### src/rtl/prefix_add_pkg.sv
// prefix_add_pkg: helpers and payload types shared by the
// pipelined Kogge-Stone adder (prefix_adder_pipe).
package prefix_add_pkg;

  localparam int DEF_WIDTH = 32;
  localparam int DEF_REG_EVERY = 2;
  localparam int MAX_WIDTH = 128;

  function automatic int clog2(input int n);
    int r;
    r = 0;
    for (int i = 0; i < 31; i++)
      if ((1 << i) < n) r = i + 1;
    return r;
  endfunction

  function automatic int levels_of(input int width);
    return clog2(width);
  endfunction

  function automatic int nstg_of(
    input int width,
    input int reg_every
  );
    return 1 + (levels_of(width) + reg_every - 1)
               / reg_every;
  endfunction

  localparam int LEVELS = levels_of(DEF_WIDTH);
  localparam int NSTG =
    nstg_of(DEF_WIDTH, DEF_REG_EVERY);

  // p/g: bitwise terms, pp/gg: group terms so far
  typedef struct packed {
    logic [MAX_WIDTH-1:0] p;
    logic [MAX_WIDTH-1:0] g;
    logic [MAX_WIDTH-1:0] pp;
    logic [MAX_WIDTH-1:0] gg;
    logic                 cin;
  } stage_t;

endpackage

### src/rtl/prefix_adder_pipe_level.sv
// prefix_level: one combinational Kogge-Stone level.
// Bits below DIST have no partner and pass through.
module prefix_level #(
  parameter int WIDTH = 32,
  parameter int DIST = 1
) (
  input  logic [WIDTH-1:0] p_in,
  input  logic [WIDTH-1:0] g_in,
  output logic [WIDTH-1:0] p_out,
  output logic [WIDTH-1:0] g_out
);

  // merge each bit with its partner DIST places below
  always_comb begin
    p_out = p_in;
    g_out = g_in;
    for (int i = DIST; i < WIDTH; i++) begin
      g_out[i] = g_in[i] | (p_in[i] & g_in[i-DIST]);
      p_out[i] = p_in[i] & p_in[i-DIST];
    end
  end

endmodule

### src/rtl/prefix_adder_pipe.sv
// prefix_adder_pipe: elastic pipelined Kogge-Stone adder.
// Optional ovf output enabled by PREFIX_ADD_OVF_EN.
module prefix_adder_pipe
  import prefix_add_pkg::*;
#(
  parameter int WIDTH = 32,
  parameter int REG_EVERY = 2
) (
  input  logic             clk,
  input  logic             rst_n,
  input  logic             in_valid,
  output logic             in_ready,
  input  logic [WIDTH-1:0] a,
  input  logic [WIDTH-1:0] b,
  input  logic             cin,
  output logic             out_valid,
  input  logic             out_ready,
  output logic [WIDTH-1:0] sum,
  output logic             cout
`ifdef PREFIX_ADD_OVF_EN
  ,
  output logic             ovf
`endif
);

  localparam int LVLS = levels_of(WIDTH);
  localparam int STGS = nstg_of(WIDTH, REG_EVERY);

  logic [STGS-1:0] v;
  logic [STGS-1:0] vin;
  logic [STGS-1:0] ld;
  logic [STGS:0]   rdy;

  // boundary values feeding stage s+1
  logic [WIDTH-1:0] bg  [STGS-1];
  logic [WIDTH-1:0] bp  [STGS-1];
  logic [WIDTH-1:0] bpb [STGS-1];
  logic             bc  [STGS-1];

  // stall chain: a stage is free if empty or draining
  always_comb begin
    rdy[STGS] = out_ready;
    for (int s = STGS - 1; s >= 0; s--)
      rdy[s] = !v[s] | rdy[s+1];
  end

  assign vin = {v[STGS-2:0], in_valid};
  assign ld = vin & rdy[STGS-1:0];
  assign in_ready = rdy[0];
  assign out_valid = v[STGS-1];

  // valid bits advance where ready, hold otherwise
  always_ff @(posedge clk or negedge rst_n) begin
    if (!rst_n) v <= '0;
    else v <= ld | (~rdy[STGS-1:0] & v);
  end

  logic [WIDTH-1:0] ra, rb;
  logic             rc;

  // operand capture
  always_ff @(posedge clk or negedge rst_n) begin
    if (!rst_n) begin
      ra <= '0;
      rb <= '0;
      rc <= 1'b0;
    end else if (ld[0]) begin
      ra <= a;
      rb <= b;
      rc <= cin;
    end
  end

  logic [WIDTH-1:0] p0, g0;
  assign p0 = ra ^ rb;
  assign g0 = ra & rb;

  // cin folded into bit 0 so G[i] is carry into i+1
  assign bg[0] = {g0[WIDTH-1:1],
                  g0[0] | (p0[0] & rc)};
  assign bp[0] = p0;
  assign bpb[0] = p0;
  assign bc[0] = rc;

  for (genvar s = 1; s < STGS; s++) begin : g_stg
    localparam int LO = (s - 1) * REG_EVERY;
    localparam int HI =
      (s * REG_EVERY < LVLS) ? s * REG_EVERY : LVLS;
    localparam int N = HI - LO;

    for (genvar j = 0; j < N; j++) begin : g_lvl
      logic [WIDTH-1:0] pi, gi, po, go;
      if (j == 0) begin : g_first
        assign pi = bp[s-1];
        assign gi = bg[s-1];
      end else begin : g_next
        assign pi = g_lvl[j-1].po;
        assign gi = g_lvl[j-1].go;
      end
      prefix_level #(
        .WIDTH(WIDTH),
        .DIST (1 << (LO + j))
      ) u_lvl (
        .p_in (pi),
        .g_in (gi),
        .p_out(po),
        .g_out(go)
      );
    end

    logic [WIDTH-1:0] pf, gf;
    assign pf = g_lvl[N-1].po;
    assign gf = g_lvl[N-1].go;

    if (s < STGS - 1) begin : g_mid
      logic [WIDTH-1:0] qg, qp, qpb;
      logic             qc;

      // group terms registered between level groups
      always_ff @(posedge clk or negedge rst_n) begin
        if (!rst_n) begin
          qg <= '0;
          qp <= '0;
          qpb <= '0;
          qc <= 1'b0;
        end else if (ld[s]) begin
          qg <= gf;
          qp <= pf;
          qpb <= bpb[s-1];
          qc <= bc[s-1];
        end
      end

      assign bg[s] = qg;
      assign bp[s] = qp;
      assign bpb[s] = qpb;
      assign bc[s] = qc;
    end else begin : g_last
      logic [WIDTH-1:0] carry, p_unused;
      assign carry = {gf[WIDTH-2:0], bc[s-1]};
      assign p_unused = pf;

      // final sum and carries, held while stalled
      always_ff @(posedge clk or negedge rst_n) begin
        if (!rst_n) begin
          sum <= '0;
          cout <= 1'b0;
`ifdef PREFIX_ADD_OVF_EN
          ovf <= 1'b0;
`endif
        end else if (ld[s]) begin
          sum <= bpb[s-1] ^ carry;
          cout <= gf[WIDTH-1];
`ifdef PREFIX_ADD_OVF_EN
          ovf <= gf[WIDTH-2] ^ gf[WIDTH-1];
`endif
        end
      end
    end
  end

endmodule
### config.mk
export PLATFORM = sky130hd
export DESIGN_NAME = prefix_adder_pipe
export DESIGN_NICKNAME = d
export VERILOG_FILES = /design/src/rtl/prefix_add_pkg.sv /design/src/rtl/prefix_adder_pipe_level.sv /design/src/rtl/prefix_adder_pipe.sv
export SDC_FILE = /design/constraint.sdc
export NUM_CORES = 1
export LEC_CHECK = 0
export CORE_MARGIN = 2
export CORE_UTILIZATION = 45
export CTS_CLUSTER_SIZE = 40
export DETAILED_ROUTE_END_ITERATION = 10
export PLACE_DENSITY = 0.74
export SYNTH_ARGS = -nofsm -noshare
export SYNTH_HDL_FRONTEND = slang
export SYNTH_SLANG_ARGS = --single-unit
### constraint.sdc
create_clock -name clk -period 1.5 [get_ports clk]
set_clock_uncertainty 0.05 [all_clocks]
set_input_delay 0.225 -clock clk [delete_from_list [all_inputs] [get_ports clk]]
set_output_delay 0.225 -clock clk [all_outputs]
set_load 0.05 [all_outputs]
==> impl_metrics.py, run 1 <==
metrics = {
    "run_status": {
        "status": "complete, but fails checks",
        "violations": "negative setup slack",
    },
    "synth": {
        "synthMuxAreaShare_pct": 22.7,
        "synth_cell_types": 38,
        "yosysSeqAreaShare_pct": 55.6,
        "syn_area_um2": 12400,
        "synth_edf_count": 0,
        "synth_xor_area_share_pct": 2.26,
        "async_reset_ff_share_pct": 100,
        "synth_top_area_share_pct": 55.6,
        "ys.flop_type": "dfrtp_1",
        "yosys_warnings": 0,
        "synth.avg_cell_area_um2": 13.6,
        "synth_compound_area_share_pct": 9.14,
        "synthTopCellsByArea": "dfrtp_1 (56%), mux2_4 (8.2%), mux2_2 (8.2%)",
        "synth_cells": 914,
        "synth_top_family_by_area": "multiplexers",
        "yosys_register_bits": 276,
        "synthesis.nets": 1015,
        "yosysTopAreaCell": "dfrtp_1",
        "synth_fa_ha_area_share_pct": 3.22,
        "synth-simple-area-share_pct": 3.77,
    },
    "run": {
        "cap_violations": 0,
    },
    "worst_setup_path": {
        "critical_path.endpoint_type": "output port",
        "reg2reg_depth": 7,
        "cp.arrival_ps": 1610,
        "path_class": "flip-flop to output port",
        "reg2reg_setup_slack_ps": -380,
        "worstPathRequired_ps": 1220,
        "r2r_end": "g_stg[1].g_mid.qg[0]",
        "path_max_fanout": 3,
        "start_kind": "flip-flop",
    },
    "worst_hold_path": {
        "hp-class": "primary input to asynchronous set/reset pin",
    },
    "clock_network": {
        "clkSinkCount": 276,
        "h-tree-depth": 1,
        "cts_tree": "built",
        "cts_buffer_depth": 3,
        "path_clk_slew_ps": 70,
        "clk_latency_ps": 560,
        "clockRootBuffer": "clkbuf_16",
        "cts_made_buffers": 29,
    },
    "timing": {
        "slew_headroom_pct": 70.3,
        "slew_viol_final": 0,
        "setup_slack_ps": -386,
        "rsz0062_at_grt": "true",
        "period_needed_ps": 1890,
        "worstMarginPinSlew_ps": 446,
        "fmax_ghz": 0.530,
        "whs_ps": 88.8,
        "setup_viol": 270,
        "fin_crit_sh_pct": 126,
        "finalHoldViolCount": 0,
    },
    "pwr": {
        "p_leak_uw": 0.00827,
        "peakVddDrop_mv": 0.945,
        "power.density_nw_per_um2": 1910,
    },
    "floorplanning": {
        "rows": 60,
        "io_pins": 104,
        "core_um2": 27000,
        "die_width_um": 170,
        "start_util_pct": 45.9,
        "die_area_um2": 28900,
        "die_h_um": 170,
    },
    "place": {
        "port_buffers": 103,
        "dp.cells": 1398,
        "hpwl_um": 21600,
        "dp_slack_ps": -562,
        "place.gp.congestion": 0.908,
    },
    "global_routing": {
        "antenna_found_initial": 0,
        "overflow": 0,
        "grt_pass1_vias": 8974,
        "grt_start_max_net_pins": 62,
        "track_usage_pct": 23.2,
        "grt_pass1_wl_um": 51800,
    },
    "detailed_routing": {
        "wl_per_cell_um": 25.3,
        "ant_nets": 0,
        "drcViolationCount": 0,
        "viasPerCell": 5.94,
        "drt_iter0_drc": 861,
        "wirelength_um": 38700,
        "via_count": 9069,
        "firstDrtPassIters": 5,
    },
    "final_layout": {
        "synthToLayoutAreaGrowth_pct": 44.8,
        "n_antenna_cell": 0,
        "drive_above_1_share_pct": 44.0,
        "nets": 1263,
        "fillCellCount": 1739,
        "fin_cells": 1526,
    },
}
## state kept, by name, indices dropped and copies added (netlist names), named ones only
name             flops
g_stg.g_mid.qg      64
ra                  32
g_stg.g_mid.qc       2
rb                  32
rc                   1
g_stg.g_mid.qp      46
g_stg.g_mid.qpb     62
cout                 1
sum                 32
## timing repair
action | 4_1_cts | 5_1_grt
setup buffers | 33 | 21
gates cloned | 17 | 11
gates resized for setup | 45 | 253
pin swaps | 5 | 25
hold buffers | 1 | 0
endpoints found under the setup margin | 234 | 274
endpoints found under the hold margin | 276 | 0
## power by group
| part | switching [uW] | total (uW) | internal [uW] |
|---|---|---|---|
| logic | 6230 | 14300 | 8060 |
| registers | 2770 | 12700 | 9970 |
| clock network | 3020 | 7320 | 4300 |
| total | 12000 | 34400 | 22300 |
## cell usage in the layout (no fill, tap or decap), types with 14 or more instances in the layout
cell             count
a21oi_1             82
clkdlybuf4s50_1     67
mux2_4             224
buf_6               28
xor2_1              17
buf_4               60
xnor2_1             15
o21ai_2             19
o31ai_4             14
ha_1                32
nand2_1             47
dfrtp_1            275
o21ai_0             44
buf_12              66
clkbuf_16           39
o21ai_1             15
## area by class of cell
class | count | area, um^2 | area share (%)
multi-input cells | 595 | 6140 | 34.2
flip-flops and latches | 276 | 6910 | 38.4
inverters | 5 | 18.8 | 0.104
clock buffers | 46 | 870 | 4.84
repair buffers | 255 | 3510 | 19.5
well taps | 341 | 427 | 2.37
clock inverters | 8 | 93.8 | 0.522
## worst max-delay path: stages, from the launching register on
cell,delay (ps)
dfrtp_1,420
and4b_2,280
buf_12,140
nand2_4,60
buf_8,140
## cells by family after synthesis
logic type | Yosys count
and+or+nand+nor | 93
DFF | 276
xor gates and xnor gates | 32
adders and majority gates | 32
AOI/OAI and AO/OA | 210
buffers and inverters | 43
muxes | 228
## layer usage
layer,global-route usage (%),part of all wire [%],vias to the layer above
li1,-,-,3831
met1,31.0,40,4613
met2,37.7,47,480
met3,4.16,7.7,145
met5,0,0,-
met4,8.81,5.4,0
## worst max path at each step
stage	end	slack, ps	cells after the start
6_report	in_ready	-390	4
5_1_grt	in_ready	-400	4
4_1_cts	in_ready	-380	4
3_5_place_dp	rb[13]	-560	5
3_3_place_gp	rb[13]	-530	5
2_1_floorplan	ra[0]	-200	5
## cell usage after synthesis, types with 2 or more instances
cell type and n:
a21o_1 6, a21oi_1 90, a31oi_1 8, buf_12 8, buf_2 4, buf_4 9
buf_6 3, buf_8 5, clkbuf_1 9, dfrtp_1 276, ha_1 32, inv_1 4
mux2_1 66, mux2_2 90, mux2_4 68, mux2i_1 4, nand2_1 49, nand2b_1 2
nand3_1 7, nand3b_1 2, nand4_1 12, nor2_1 12, o21ai_0 83, o31ai_1 20
or2b_1 2, xnor2_1 15, xor2_1 17
## stage by stage
stage	area (um^2)	total power [uW]	utilization (%)	TNS [ps]
after floorplan	12700	19200	-	-36220
after global placement	14900	24000	55.0	-104990
after detailed placement	14900	24300	55.0	-108860
after CTS	16800	32500	62.2	-53170
after global routing	18000	35600	66.5	-60190
final	18000	34400	66.5	-53730
Note: power is estimated with default switching activity, not from simulation.
==> run 2: changes to the inputs <==
--- a/config.mk
+++ b/config.mk
@@ -9,6 +9,7 @@
 export CORE_UTILIZATION = 45
 export CTS_CLUSTER_SIZE = 40
 export DETAILED_ROUTE_END_ITERATION = 10
+export HOLD_SLACK_MARGIN = 0.05
 export PLACE_DENSITY = 0.74
 export SYNTH_ARGS = -nofsm -noshare
 export SYNTH_HDL_FRONTEND = slang
==> results of run 2 <==
Final layout, timing and power as in run 1 (identical DEF).
==> run 3: changes to the inputs <==
--- a/config.mk
+++ b/config.mk
@@ -6,11 +6,11 @@
 export NUM_CORES = 1
 export LEC_CHECK = 0
 export CORE_MARGIN = 2
-export CORE_UTILIZATION = 45
+export CORE_UTILIZATION = 40
 export CTS_CLUSTER_SIZE = 40
 export DETAILED_ROUTE_END_ITERATION = 10
 export HOLD_SLACK_MARGIN = 0.05
-export PLACE_DENSITY = 0.74
+export PLACE_DENSITY = 0.68
 export SYNTH_ARGS = -nofsm -noshare
 export SYNTH_HDL_FRONTEND = slang
 export SYNTH_SLANG_ARGS = --single-unit
==> run 3 against run 2 <==
  * The flow still finishes with violations (negative setup slack)
  * Utilization decreased by 7.8 points
  * Critical path type is now flip-flop to flip-flop
  * Hold slack got worse by 22 ps
  * Final area decreased by 0.17%
  * First-iteration DRC count decreased by 30%
  * Clock power increased by 3.7%
  * Largest cell class unchanged
  * Critical path depth increased by 3
  * Global-route usage decreased by 3.4 points
  * Sequential power about the same
  * Non-clock buffer count decreased by 3
  * Sequential share of layout area increased by 0.067 points
==> impl_metrics.py, run 3 (synthesis gave the netlist of run 1 again) <==
metrics = {
    "run_status": {
        "status": "complete, but fails checks",
        "violations": "negative setup slack",
    },
    "final_layout": {
        "largestRegisters": "g_stg.g_mid.qg (64), g_stg.g_mid.qpb (62), g_stg.g_mid.qp (46)",
        "final_area_um2": 17900,
        "finish.utilization_pct": 58.7,
        "mostFrequentLayoutCells": "dfrtp_1 (275), mux2_4 (220), a21oi_1 (87)",
        "drive_above_1_share_pct": 43.7,
        "mostFrequentLayoutCell": "dfrtp_1",
        "nets": 1262,
        "synthToLayoutAreaGrowth_pct": 44.5,
        "n_antenna_cell": 0,
        "largest_reg_flops": 64,
        "regMostFlops": "g_stg.g_mid.qg",
    },
    "global_routing": {
        "track_usage_pct": 19.7,
        "grt_pass1_vias": 8890,
        "grt_start_max_net_pins": 67,
        "overflow": 0,
        "grt_pass1_wl_um": 50900,
        "antenna_found_initial": 0,
    },
    "timing": {
        "setup_tns_ps": -57560,
        "rsz0062_at_grt": "true",
        "setup_slack_ps": -371,
        "slew_headroom_pct": 59.2,
        "setup_viol": 262,
        "worstMarginPinSlew_ps": 612,
        "slew_viol_final": 0,
        "period_needed_ps": 1870,
        "fmax_ghz": 0.535,
        "fin_crit_sh_pct": 125,
        "finalHoldViolCount": 0,
    },
    "clock_network": {
        "clkSinkCount": 276,
        "cts_buffer_depth": 3,
        "path_clk_slew_ps": 60,
        "clockRootBuffer": "clkbuf_16",
        "h-tree-depth": 1,
        "clk_latency_ps": 560,
        "cts_tree": "built",
        "cts_made_buffers": 30,
    },
    "place": {
        "hpwl_um": 21800,
        "place.gp.congestion": 0.860,
        "port_buffers": 103,
        "dp_slack_ps": -546,
        "placed_cell_area_um2": 14900,
    },
    "worst_setup_path": {
        "path_max_fanout": 11,
        "cp.arrival_ps": 2250,
        "crit_path_max_incr_delay_ps": 390,
        "crit_chain": "buf_6 -> nand4b_4 -> o21ai_4 -> buf_6 -> buf_12 -> buf_16 -> mux2_1",
        "worstPathRequired_ps": 1880,
        "path_delay_family": "buffers and inverters",
        "path_class": "flip-flop to flip-flop",
        "slowest_stage": "dfrtp_2",
        "cpMostUsedCell": "buf_6",
        "critPathBufInv": 4,
        "start_kind": "flip-flop",
        "critical_path.endpoint_type": "flip-flop",
    },
    "detailed_routing": {
        "via_count": 8629,
        "firstDrtPassIters": 5,
        "wl_per_cell_um": 22.6,
        "drt_iter0_drc": 606,
        "viasPerCell": 5.46,
        "wirelength_um": 35700,
        "drcViolationCount": 0,
        "ant_nets": 0,
    },
    "run": {
        "cap_violations": 0,
    },
    "pwr": {
        "p_leak_uw": 0.00824,
        "power_uw": 34000,
        "peakVddDrop_mv": 0.851,
        "power.density_nw_per_um2": 1890,
    },
    "floorplanning": {
        "start_util_pct": 40.6,
        "die_area_um2": 32500,
        "io_pins": 104,
        "core_um2": 30600,
        "die_h_um": 180,
        "rows": 64,
        "die_width_um": 180,
    },
    "worst_hold_path": {
        "hp-class": "primary input to asynchronous set/reset pin",
    },
}
-- run 3: cell count changes in the layout (fill, tap and decap cells not counted), sizes merged --
cell and delta:
clkinv +5, clkinvlp +4, clkbuf -3, buf -7, and2 +1
-- run 3: area by class of cell --
type | instances | area [um^2]
timing repair buffer | 252 | 3470
clock inverter | 17 | 160
multi-input combinational | 596 | 6010
sequential | 276 | 6910
fill | 2277 | 12600
inverter | 5 | 18.8
clock buffer | 39 | 876
tap | 396 | 495
-- run 3: per-layer routing --
layer / vias to the layer above / track usage, % / routed length [um]
met5: - / 0 / 0
met4: 0 / 5.74 / 1220
met3: 74 / 3.03 / 2120
met2: 320 / 32.4 / 16900
met1: 4408 / 27.2 / 15400
li1: 3827 / - / -
-- run 3: worst paths after layout --
path | endpoint | slack, ps | cells past startpoint
worst max-delay path | ra[1] | -370 | 7
worst min register to register | ra[12] | 450 | 1
max in group asynchronous | rb[22] | 700 | 3
worst min-delay path | sum[0] | 70 | 2
min in group clk | ra[14] | 220 | 2
worst max register to register | ra[1] | -370 | 7
-- run 3: stage by stage --
stage	std cells	hold slack (ps)
3_5_place_dp	1453	45.2
5_1_grt	1581	87.5
4_1_cts	1554	57.7
6_report	1581	66.9
3_3_place_gp	1453	44.8
2_1_floorplan	914	-121
-- run 3: timing repair --
action,CTS,global route
endpoints found under the hold margin,276,0
setup buffers,28,19
pin swaps,4,15
gates resized for setup,46,218
hold buffers,1,0
cloned,17,17
endpoints found under the setup margin,237,269
-- run 3: power by group --
group | switching, uW | internal, uW | total [uW]
Clock | 3120 | 4470 | 7590
Combinational | 5840 | 7950 | 13800
Sequential | 2630 | 9970 | 12600
